## src/rtl/i2c_clk_ce_gen_pkg.sv

```systemverilog
// Shared types and sizing helpers for the fabric clock-enable generator.
// State encoding, loss-counter width and counter width helper.
`timescale 1ns/1ps
package i2c_clk_pkg;

    typedef enum logic [1:0] {
        WAIT_LOCK = 2'd0,
        FILTER    = 2'd1,
        HOLD      = 2'd2,
        RUN       = 2'd3
    } clk_state_e;

    localparam int LOCK_CNT_W = 8;

    // Bits needed to count 0..n-1, never less than one.
    function automatic int cnt_w(input int n);
        return (n <= 2) ? 1 : $clog2(n);
    endfunction

endpackage

```

## src/rtl/i2c_clk_ce_gen_if.sv

```systemverilog
// Bundle between the clock conditioner and its surroundings.
// master drives lock/enables/divisors, slave is the generator.
`timescale 1ns/1ps
interface i2c_clk_ce_gen_if
    import i2c_clk_pkg::*;
#(
    parameter int NUM_CH = 2,
    parameter int DIV_W  = 16
);

    logic                    pll_lock;
    logic [NUM_CH-1:0]       ch_en;
    logic [NUM_CH*DIV_W-1:0] div_val;
    logic                    locked;
    logic                    fabric_resetn;
    logic [NUM_CH-1:0]       ce;
    logic [NUM_CH-1:0]       clk_tgl;
    logic [LOCK_CNT_W-1:0]   lock_loss_cnt;

    modport master (
        output pll_lock, ch_en, div_val,
        input  locked, fabric_resetn, ce,
        input  clk_tgl, lock_loss_cnt
    );

    modport slave (
        input  pll_lock, ch_en, div_val,
        output locked, fabric_resetn, ce,
        output clk_tgl, lock_loss_cnt
    );

endinterface

```

## src/rtl/i2c_clk_ce_gen_div_ch.sv

```systemverilog
// One clock-enable channel: down-counter, CE pulse and 50% toggle.
// The divisor is only sampled at terminal count, so no runt periods.
`timescale 1ns/1ps
module i2c_clk_div_ch #(
    parameter int DIV_W = 16
) (
    input  logic             clk,
    input  logic             rst_n,
    input  logic             run,
    input  logic [DIV_W-1:0] div_val,
    output logic             ce,
    output logic             clk_tgl
);

    logic [DIV_W-1:0] cnt;

    // Idle channels hold the divisor so the first period is full length.
    always_ff @(posedge clk) begin
        if (!rst_n) begin
            cnt     <= '0;
            ce      <= 1'b0;
            clk_tgl <= 1'b0;
        end else if (!run) begin
            cnt     <= div_val;
            ce      <= 1'b0;
            clk_tgl <= 1'b0;
        end else if (cnt == '0) begin
            cnt     <= div_val;
            ce      <= 1'b1;
            clk_tgl <= ~clk_tgl;
        end else begin
            cnt     <= cnt - 1'b1;
            ce      <= 1'b0;
        end
    end

endmodule

```

## src/rtl/i2c_clk_ce_gen.sv

```systemverilog
// Fabric clock conditioner: filters PLL lock, sequences reset release
// and runs NUM_CH programmable clock-enable channels once in RUN.
`timescale 1ns/1ps
module i2c_clk_ce_gen
    import i2c_clk_pkg::*;
#(
    parameter int NUM_CH      = 2,
    parameter int DIV_W       = 16,
    parameter int LOCK_FILTER = 64,
    parameter int RST_HOLD    = 16
) (
    input logic             PCLK,
    input logic             PRESETN,
    i2c_clk_ce_gen_if.slave bus
);

    localparam int FW = cnt_w(LOCK_FILTER);
    localparam int HW = cnt_w(RST_HOLD);
    localparam logic [FW-1:0] F_LAST = FW'(LOCK_FILTER - 1);
    localparam logic [HW-1:0] H_LAST = HW'(RST_HOLD - 1);

    logic                  lk_s1;
    logic                  lk;
    clk_state_e            state;
    logic [FW-1:0]         fcnt;
    logic [HW-1:0]         hcnt;
    logic                  locked_q;
    logic                  rstn_q;
    logic [LOCK_CNT_W-1:0] loss_q;
    logic [NUM_CH-1:0]     run;
    logic [NUM_CH-1:0]     ce_w;
    logic [NUM_CH-1:0]     tgl_w;

    // Two-flop synchroniser for the asynchronous PLL lock.
    always_ff @(posedge PCLK) begin
        if (!PRESETN) begin
            lk_s1 <= 1'b0;
            lk    <= 1'b0;
        end else begin
            lk_s1 <= bus.pll_lock;
            lk    <= lk_s1;
        end
    end

    // Lock sequencer; outputs move on the same edge as the state.
    always_ff @(posedge PCLK) begin
        if (!PRESETN) begin
            state    <= WAIT_LOCK;
            fcnt     <= '0;
            hcnt     <= '0;
            locked_q <= 1'b0;
            rstn_q   <= 1'b0;
            loss_q   <= '0;
        end else begin
            unique case (state)
                WAIT_LOCK: begin
                    if (lk) begin
                        state <= FILTER;
                        fcnt  <= '0;
                    end
                end
                FILTER: begin
                    if (!lk) begin
                        state <= WAIT_LOCK;
                    end else if (fcnt == F_LAST) begin
                        state    <= HOLD;
                        hcnt     <= '0;
                        locked_q <= 1'b1;
                    end else begin
                        fcnt <= fcnt + 1'b1;
                    end
                end
                HOLD: begin
                    if (!lk) begin
                        state    <= WAIT_LOCK;
                        locked_q <= 1'b0;
                    end else if (hcnt == H_LAST) begin
                        state  <= RUN;
                        rstn_q <= 1'b1;
                    end else begin
                        hcnt <= hcnt + 1'b1;
                    end
                end
                RUN: begin
                    if (!lk) begin
                        state    <= WAIT_LOCK;
                        locked_q <= 1'b0;
                        rstn_q   <= 1'b0;
                        if (loss_q != '1) begin
                            loss_q <= loss_q + 1'b1;
                        end
                    end
                end
            endcase
        end
    end

    // Gating on lk clears channels on the edge FABRIC_RESETN falls.
    for (genvar i = 0; i < NUM_CH; i++) begin : g_ch
        assign run[i] = (state == RUN) & lk & bus.ch_en[i];

        i2c_clk_div_ch #(
            .DIV_W (DIV_W)
        ) u_ch (
            .clk     (PCLK),
            .rst_n   (PRESETN),
            .run     (run[i]),
            .div_val (bus.div_val[i*DIV_W +: DIV_W]),
            .ce      (ce_w[i]),
            .clk_tgl (tgl_w[i])
        );
    end

    assign bus.locked        = locked_q;
    assign bus.fabric_resetn = rstn_q;
    assign bus.ce            = ce_w;
    assign bus.clk_tgl       = tgl_w;
    assign bus.lock_loss_cnt = loss_q;

endmodule

```

## src/flat_wrapper.sv

```systemverilog
// flat-port wrapper written by rule: the top's interface ports become plain ports
module i2c_clk_ce_gen_flat import i2c_clk_pkg::*;
#(
    parameter int NUM_CH      = 2,
    parameter int DIV_W       = 16,
    parameter int LOCK_FILTER = 64,
    parameter int RST_HOLD    = 16
)
  (PCLK, PRESETN, bus_pll_lock, bus_ch_en, bus_div_val, bus_locked, bus_fabric_resetn, bus_ce, bus_clk_tgl, bus_lock_loss_cnt);
  i2c_clk_ce_gen_if #(.NUM_CH(NUM_CH), .DIV_W(DIV_W)) bus_i ();
  input logic PCLK;
  input logic PRESETN;
  input wire logic [$bits(bus_i.pll_lock)-1:0] bus_pll_lock;
  input wire logic [$bits(bus_i.ch_en)-1:0] bus_ch_en;
  input wire logic [$bits(bus_i.div_val)-1:0] bus_div_val;
  output wire logic [$bits(bus_i.locked)-1:0] bus_locked;
  output wire logic [$bits(bus_i.fabric_resetn)-1:0] bus_fabric_resetn;
  output wire logic [$bits(bus_i.ce)-1:0] bus_ce;
  output wire logic [$bits(bus_i.clk_tgl)-1:0] bus_clk_tgl;
  output wire logic [$bits(bus_i.lock_loss_cnt)-1:0] bus_lock_loss_cnt;
  assign bus_i.pll_lock = bus_pll_lock;
  assign bus_i.ch_en = bus_ch_en;
  assign bus_i.div_val = bus_div_val;
  assign bus_locked = bus_i.locked;
  assign bus_fabric_resetn = bus_i.fabric_resetn;
  assign bus_ce = bus_i.ce;
  assign bus_clk_tgl = bus_i.clk_tgl;
  assign bus_lock_loss_cnt = bus_i.lock_loss_cnt;
  i2c_clk_ce_gen #(.NUM_CH(NUM_CH), .DIV_W(DIV_W), .LOCK_FILTER(LOCK_FILTER), .RST_HOLD(RST_HOLD)) u_core (.PCLK(PCLK), .PRESETN(PRESETN), .bus(bus_i));
endmodule
```

## config.mk

```make
export PLATFORM = sky130hd
export DESIGN_NAME = i2c_clk_ce_gen_flat
export DESIGN_NICKNAME = d
export VERILOG_FILES = /design/src/rtl/i2c_clk_ce_gen_pkg.sv /design/src/rtl/i2c_clk_ce_gen_if.sv /design/src/rtl/i2c_clk_ce_gen_div_ch.sv /design/src/rtl/i2c_clk_ce_gen.sv /design/src/flat_wrapper.sv
export SDC_FILE = /design/constraint.sdc
export NUM_CORES = 1
export LEC_CHECK = 0
export ABC_AREA = 1
export CORE_ASPECT_RATIO = 1.75
export CORE_MARGIN = 3
export CORE_UTILIZATION = 45
export CTS_BUF_LIST = sky130_fd_sc_hd__clkbuf_16
export CTS_CLUSTER_DIAMETER = 40
export DETAILED_ROUTE_END_ITERATION = 10
export GPL_ROUTABILITY_DRIVEN = 0
export PLACE_DENSITY = 0.67
export SYNTH_ARGS = -nofsm -noshare
export SYNTH_HDL_FRONTEND = slang
export SYNTH_SLANG_ARGS = --single-unit
```

## constraint.sdc

```tcl
create_clock -name PCLK -period 2.15 [get_ports PCLK]
set_input_delay 0.43 -clock PCLK [delete_from_list [all_inputs] [get_ports PCLK]]
set_output_delay 0.43 -clock PCLK [all_outputs]
set_load 0.05 [all_outputs]
```

## Word-level counts from Yosys, hierarchy flattened

Index checks and enable logic that the tools add are counted.

| word-level totals | value |
|---|---|
| flip-flop bits (word level) | 60 |
| input port bits | 37 |
| output and inout bits | 14 |
| word-level logic and storage cells | 87 |

| operators by class | value |
|---|---|
| $add $sub $neg | 5 |
| equal/unequal tests | 17 |
| muxes and demuxes | 29 |
| bitwise gates (word level) | 6 |
| reduce and logical (&&, ||, !) cells | 16 |

Operators by type and width:

| operator | count |
|---|---|
| $mux 16 | 4 |
| $logic_not 16->1 | 2 |
| $sub 16x1->16 const B | 2 |
| $mux 6 | 3 |
| $mux 4 | 4 |
| $reduce_and 4->1 | 4 |
| $mux 2 | 6 |
| $pmux 6 s2 | 1 |
| $ne 2x1->1 const B | 5 |
| $add 8x1->8 const B | 1 |
| $ne 2x2->1 const B | 4 |
| $ne 8x8->1 const B | 1 |
| $pmux 2 s4 | 1 |
| $pmux 4 s2 | 1 |
| $reduce_bool 2->1 | 4 |
| $mux 1 | 7 |
| $add 6x1->6 const B | 1 |
| $eq 6x6->1 const B | 1 |
| $ne 3x3->1 const B | 2 |
| $reduce_and 5->1 | 1 |
| $add 4x1->4 const B | 1 |
| $eq 2x2->1 const B | 2 |
| $eq 4x4->1 const B | 1 |
| $pmux 1 s2 | 2 |
| other kinds (7) | 12 |

## Depth between registers and ports, before layout

| depth | value |
|---|---|
| depth after elaboration | 4 |
| depth in mapped cells | 10 |
| gate-level depth less buffers | 10 |

## Cells and area by module

Synthesis repeated with hierarchy kept, for this count alone.

| second synthesis, totals | value |
|---|---|
| cell total of the unflattened synthesis | 580 |
| area, all modules | 3574.7 um^2 |

Modules (own cells, without submodules):

| module | times used | cells an instance | area each (um^2) | sequential area each (um^2) |
|---|---|---|---|---|
| i2c_clk_div_ch | 2 | 196 | 1147.4 | 360.3 |
| i2c_clk_ce_gen | 1 | 188 | 1280.0 | 480.5 |

## Worst setup path after synthesis

No wires, ideal clock.

| path | value |
|---|---|
| path kind | register to register |
| start | register u_core.loss_q[0] (netlist: u_core.bus.lock_loss_cnt[0]) |
| end | register u_core.loss_q[6] (netlist: u_core.bus.lock_loss_cnt[6]) |
| setup time | 0.132 ns |
| arrival | 1.709 ns |
| data required time | 2.018 ns |
| setup slack | 0.308 ns |
| stages on the path, launching flop included | 9 |
| path buffers | 0 |
| period minus slack after synthesis | 1.842 ns |
| path through | dfxtp_1 ha_1 nand3_1 nor2_1 nand2_1 nand2_1 inv_1 nand2_1 a21oi_1 |

| between the ends | value |
|---|---|
| word-level cells in the longest chain between the ends | 2 |
| elaborated cells on any way between the ends | 3 |
| classes of those cells | add/sub: 1; eq/ne: 1; reduce/logical: 1 |

Ends and longest elaborated chain:

| what | line | source |
|---|---|---|
| start, declared | i2c_clk_ce_gen.sv:29 | `logic [LOCK_CNT_W-1:0] loss_q;` |
| start signal, assigned | i2c_clk_ce_gen.sv:90 | `loss_q <= loss_q + 1'b1;` |
| parallel branches: the longest is 2 deep, another holds $add 8x1->8 | -- |  |

Parallel ways; which one is timed is not known.
A chain may end at the register's enable or synchronous reset.

## Worst setup path in the final report

| path | value |
|---|---|
| start | register u_core.loss_q[0] (netlist: u_core.bus.lock_loss_cnt[0]) |
| end | output bus_lock_loss_cnt[0] |

RTL lines:

| what | line | source |
|---|---|---|
| end, declared | flat_wrapper.sv:20 | `output wire logic [$bits(bus_i.lock_loss_cnt)-1:0] bus_lock_loss_cnt;` |

No word-level cell between the ends.

==> metrics.yaml <==
outcome:
  status: "completed"
grt:
  grt_remaining_overflow: 0
  grt_pass1_vias: 3397
  grt_pass1_wl_mm: 14.37
  grt_antenna_before_repair: 0
  grt_usage: 0.1918
  grt_start_max_net_pins: 25
die:
  core_um2: 7672
  start_util: 0.4710
  dieHeight_um: 124.5
  ios: 51
  fp.dieArea_um2: 9184
  core.rowCount: 42
  die_x_um: 73.74
yosys:
  ys_seq_elements: 60
  synth_flop_cell: "dfxtp_1"
  synth_fp_nets: 642
  yosys.area_share.simple: 0.4484
  synth_compound_area_frac: 0.04501
  synth_warnings: 0
  async_flop_share: 0
  synth_edf_count: 0
  netlist_instances: 598
  syn_area_per_cell_um2: 6.043
  synth_mux_area_frac: 0
  synthDistinctLibCells: 26
  synth_top_family_by_area: "simple AND/OR/NAND/NOR gates"
  yosys.area_share.adder: 0.02424
  syn_area_um2: 3613
  synth-seq-area-share: 0.3324
  synth_xor_area_frac: 0.03393
critical_path:
  required_ns: 1.72
  end_kind: "output port"
  worstSetupPathType: "register to output port"
  cp-start-kind: "register"
  worstPathCellList: "clkdlybuf4s50_1"
  crit_path_top_delay_cell: "clkdlybuf4s50_1"
  crit_buf_inv: 1
  path_delay_family: "buffers and inverters"
  crit_fanout: 6
  cp.arrival_ns: 1.59
  max_stage_delay_ns: 0.84
clock_network:
  worstSkewPairLatency_ns: 0.32
  cts_tree: "done"
  cts_hold_buffers: 0
  cts_buffer_depth: 2
  path_clk_slew_ns: 0.05
  cts-buffers-inserted: 9
  cts.root.buffer_cell: "clkbuf_16"
  htree_num_levels: 3
  clock_sinks: 60
  post-cts-setup-buffers: 0
  cts.repair.resized: 0
placed_design:
  numPortBuffers: 50
  post_dp_cell_area_um2: 4143
  dp.cells: 727
  dp_hpwl_mm: 6.179
route:
  routed_wl_mm: 8.096
  vias: 3578
  ant_nets: 0
  wire_per_inst_um: 10.90
  drt_first_pass_iters: 4
  drc: 0
  drtIter0Drc: 209
  viasPerCell: 4.816
timing:
  skew_ns: 0.003003
  tightest_slew_ns: 0.5013
  rsz0062_at_grt: "no"
  fin_tns_setup_ns: 0
  min_period_over_period: 0.9396
  timing.final.hold_violations: 0
  relSlewSlack: 0.6647
  drv_slew: 0
  fin_crit_ns: 2.020
  finalSetupViolCount: 0
  clock.fmax_ghz: 0.4950
hold_path:
  holdCritPathClass: "register to register"
cells_and_area:
  diodes: 0
  synthToLayoutAreaGrowth_pct: 24.07
  final_area_um2: 4483
  final_nets: 694
  drive_above_1_share: 0.04122
  final_cells: 743
  nFillCells: 780
pwr:
  p_leak_nw: 2.208
  power_density_nw_per_um2: 705.2
  ir_worst_vdd_uv: 477.7
  total_power_mw: 3.161
run:
  cap_violations: 0
==> worst paths after layout <==
check / startpoint / endpoint / slack, ns / cells past startpoint
worst max register to register: u_core.fcnt[0] / u_core.fcnt[4] / 0.43 / 9
worst min-delay path: u_core.lk_s1 / u_core.lk / 0.41 / 2
worst min register to register: u_core.lk_s1 / u_core.lk / 0.41 / 2
worst max-delay path: u_core.bus.lock_loss_cnt[0] / bus_lock_loss_cnt[0] / 0.13 / 1
==> per-layer routing <==
layer,global-route usage,up-vias,share of wire
met2,0.3300,57,0.51
met5,0,-,0
met3,0.04443,8,0.041
li1,-,1928,-
met1,0.2230,1585,0.43
met4,0.07150,0,0.016
==> synth_stat cells, types with 2 or more instances <==
cell | instances | area [um^2]
buf_6 | 2 | 22.52
dfxtp_1 | 60 | 1201
nor3_1 | 5 | 25.02
nand3_2 | 2 | 20.02
a211oi_1 | 2 | 15.01
nor2_1 | 135 | 506.7
nand4_1 | 7 | 43.79
o21ai_0 | 9 | 45.04
xor2_1 | 9 | 78.83
clkbuf_8 | 3 | 41.29
buf_2 | 2 | 10.01
clkbuf_1 | 2 | 7.510
ha_1 | 7 | 87.58
nand3b_1 | 8 | 60.06
nand3_1 | 38 | 190.2
nand2_1 | 193 | 724.4
inv_1 | 78 | 292.8
buf_4 | 6 | 45.04
xnor2_1 | 5 | 43.79
a21oi_1 | 19 | 95.09
==> metrics by stage <==
step,setup WS [ns],hold slack (ns),utilization
6_report,0.1298,0.4148,0.5843
5_1_grt,0.06209,0.4464,0.5843
4_1_cts,0.1071,0.4215,0.5843
3_5_place_dp,0.3722,0.4122,0.5400
3_3_place_gp,0.3801,0.4010,0.5400
2_1_floorplan,0.3083,0.3905,-
==> final cells by class <==
class                           instances  area [um^2]  share of cell area
Tap cell                               88        110.1             0.02456
Inverter                               78        292.8             0.06531
Multi-Input combinational cell        445         1993              0.4446
Sequential cell                        60         1201              0.2679
Clock inverter                          7        115.1             0.02568
Clock buffer                            9        225.2             0.05024
Timing Repair Buffer                   56        545.5              0.1217
==> state kept, by name, summed over array words and instances (netlist names) <==
register / count
u_core.g_ch.u_ch.clk_tgl: 2
u_core.lk_s1: 1
u_core.fcnt: 6
u_core.hcnt: 4
u_core.g_ch.u_ch.cnt: 32
u_core.bus.fabric_resetn: 1
u_core.g_ch.u_ch.ce: 2
u_core.lk: 1
u_core.bus.locked: 1
u_core.bus.lock_loss_cnt: 8
u_core.state: 2
==> cells in the final DEF, fill, tap and decap left out <==
cell / count
a211oi_1: 2
a21oi_1: 19
buf_4: 6
bufinv_16: 3
clkbuf_16: 9
clkdlybuf4s50_1: 50
clkinv_1: 1
clkinv_2: 1
clkinv_4: 1
clkinvlp_4: 1
dfxtp_1: 60
ha_1: 7
inv_1: 78
nand2_1: 193
nand2_2: 1
nand2_4: 1
nand3_1: 38
nand3_2: 2
nand3b_1: 8
nand4_1: 7
nor2_1: 135
nor2_2: 1
nor3_1: 5
nor3b_1: 1
nor3b_4: 1
o21ai_0: 9
o21bai_1: 1
xnor2_1: 5
xor2_1: 9
==> power breakdown <==
group          internal (mW)  leakage (nW)  switching, mW
Combinational          0.151          1.55          0.183
Sequential              1.15         0.493         0.0353
Clock                   1.13         0.163          0.516
Total                   2.43          2.21          0.735
==> logic make-up (layout without fill, tap and decap cells) <==
family	Yosys count	count (layout)
simple gates	393	393
buf+inv	93	150
flops	60	60
compound gates	31	31
xor+xnor	14	14
fa+ha+maj	7	7
==> worst min-delay path, delay by kind of cell, from the launching register on <==
family | cells | cell delay, ns
AND/OR/NAND/NOR | 1 | 0.05
buffers and inverters | 1 | 0.04
flip-flops | 1 | 0.30
No activity file was read; power rests on OpenSTA's default activity.
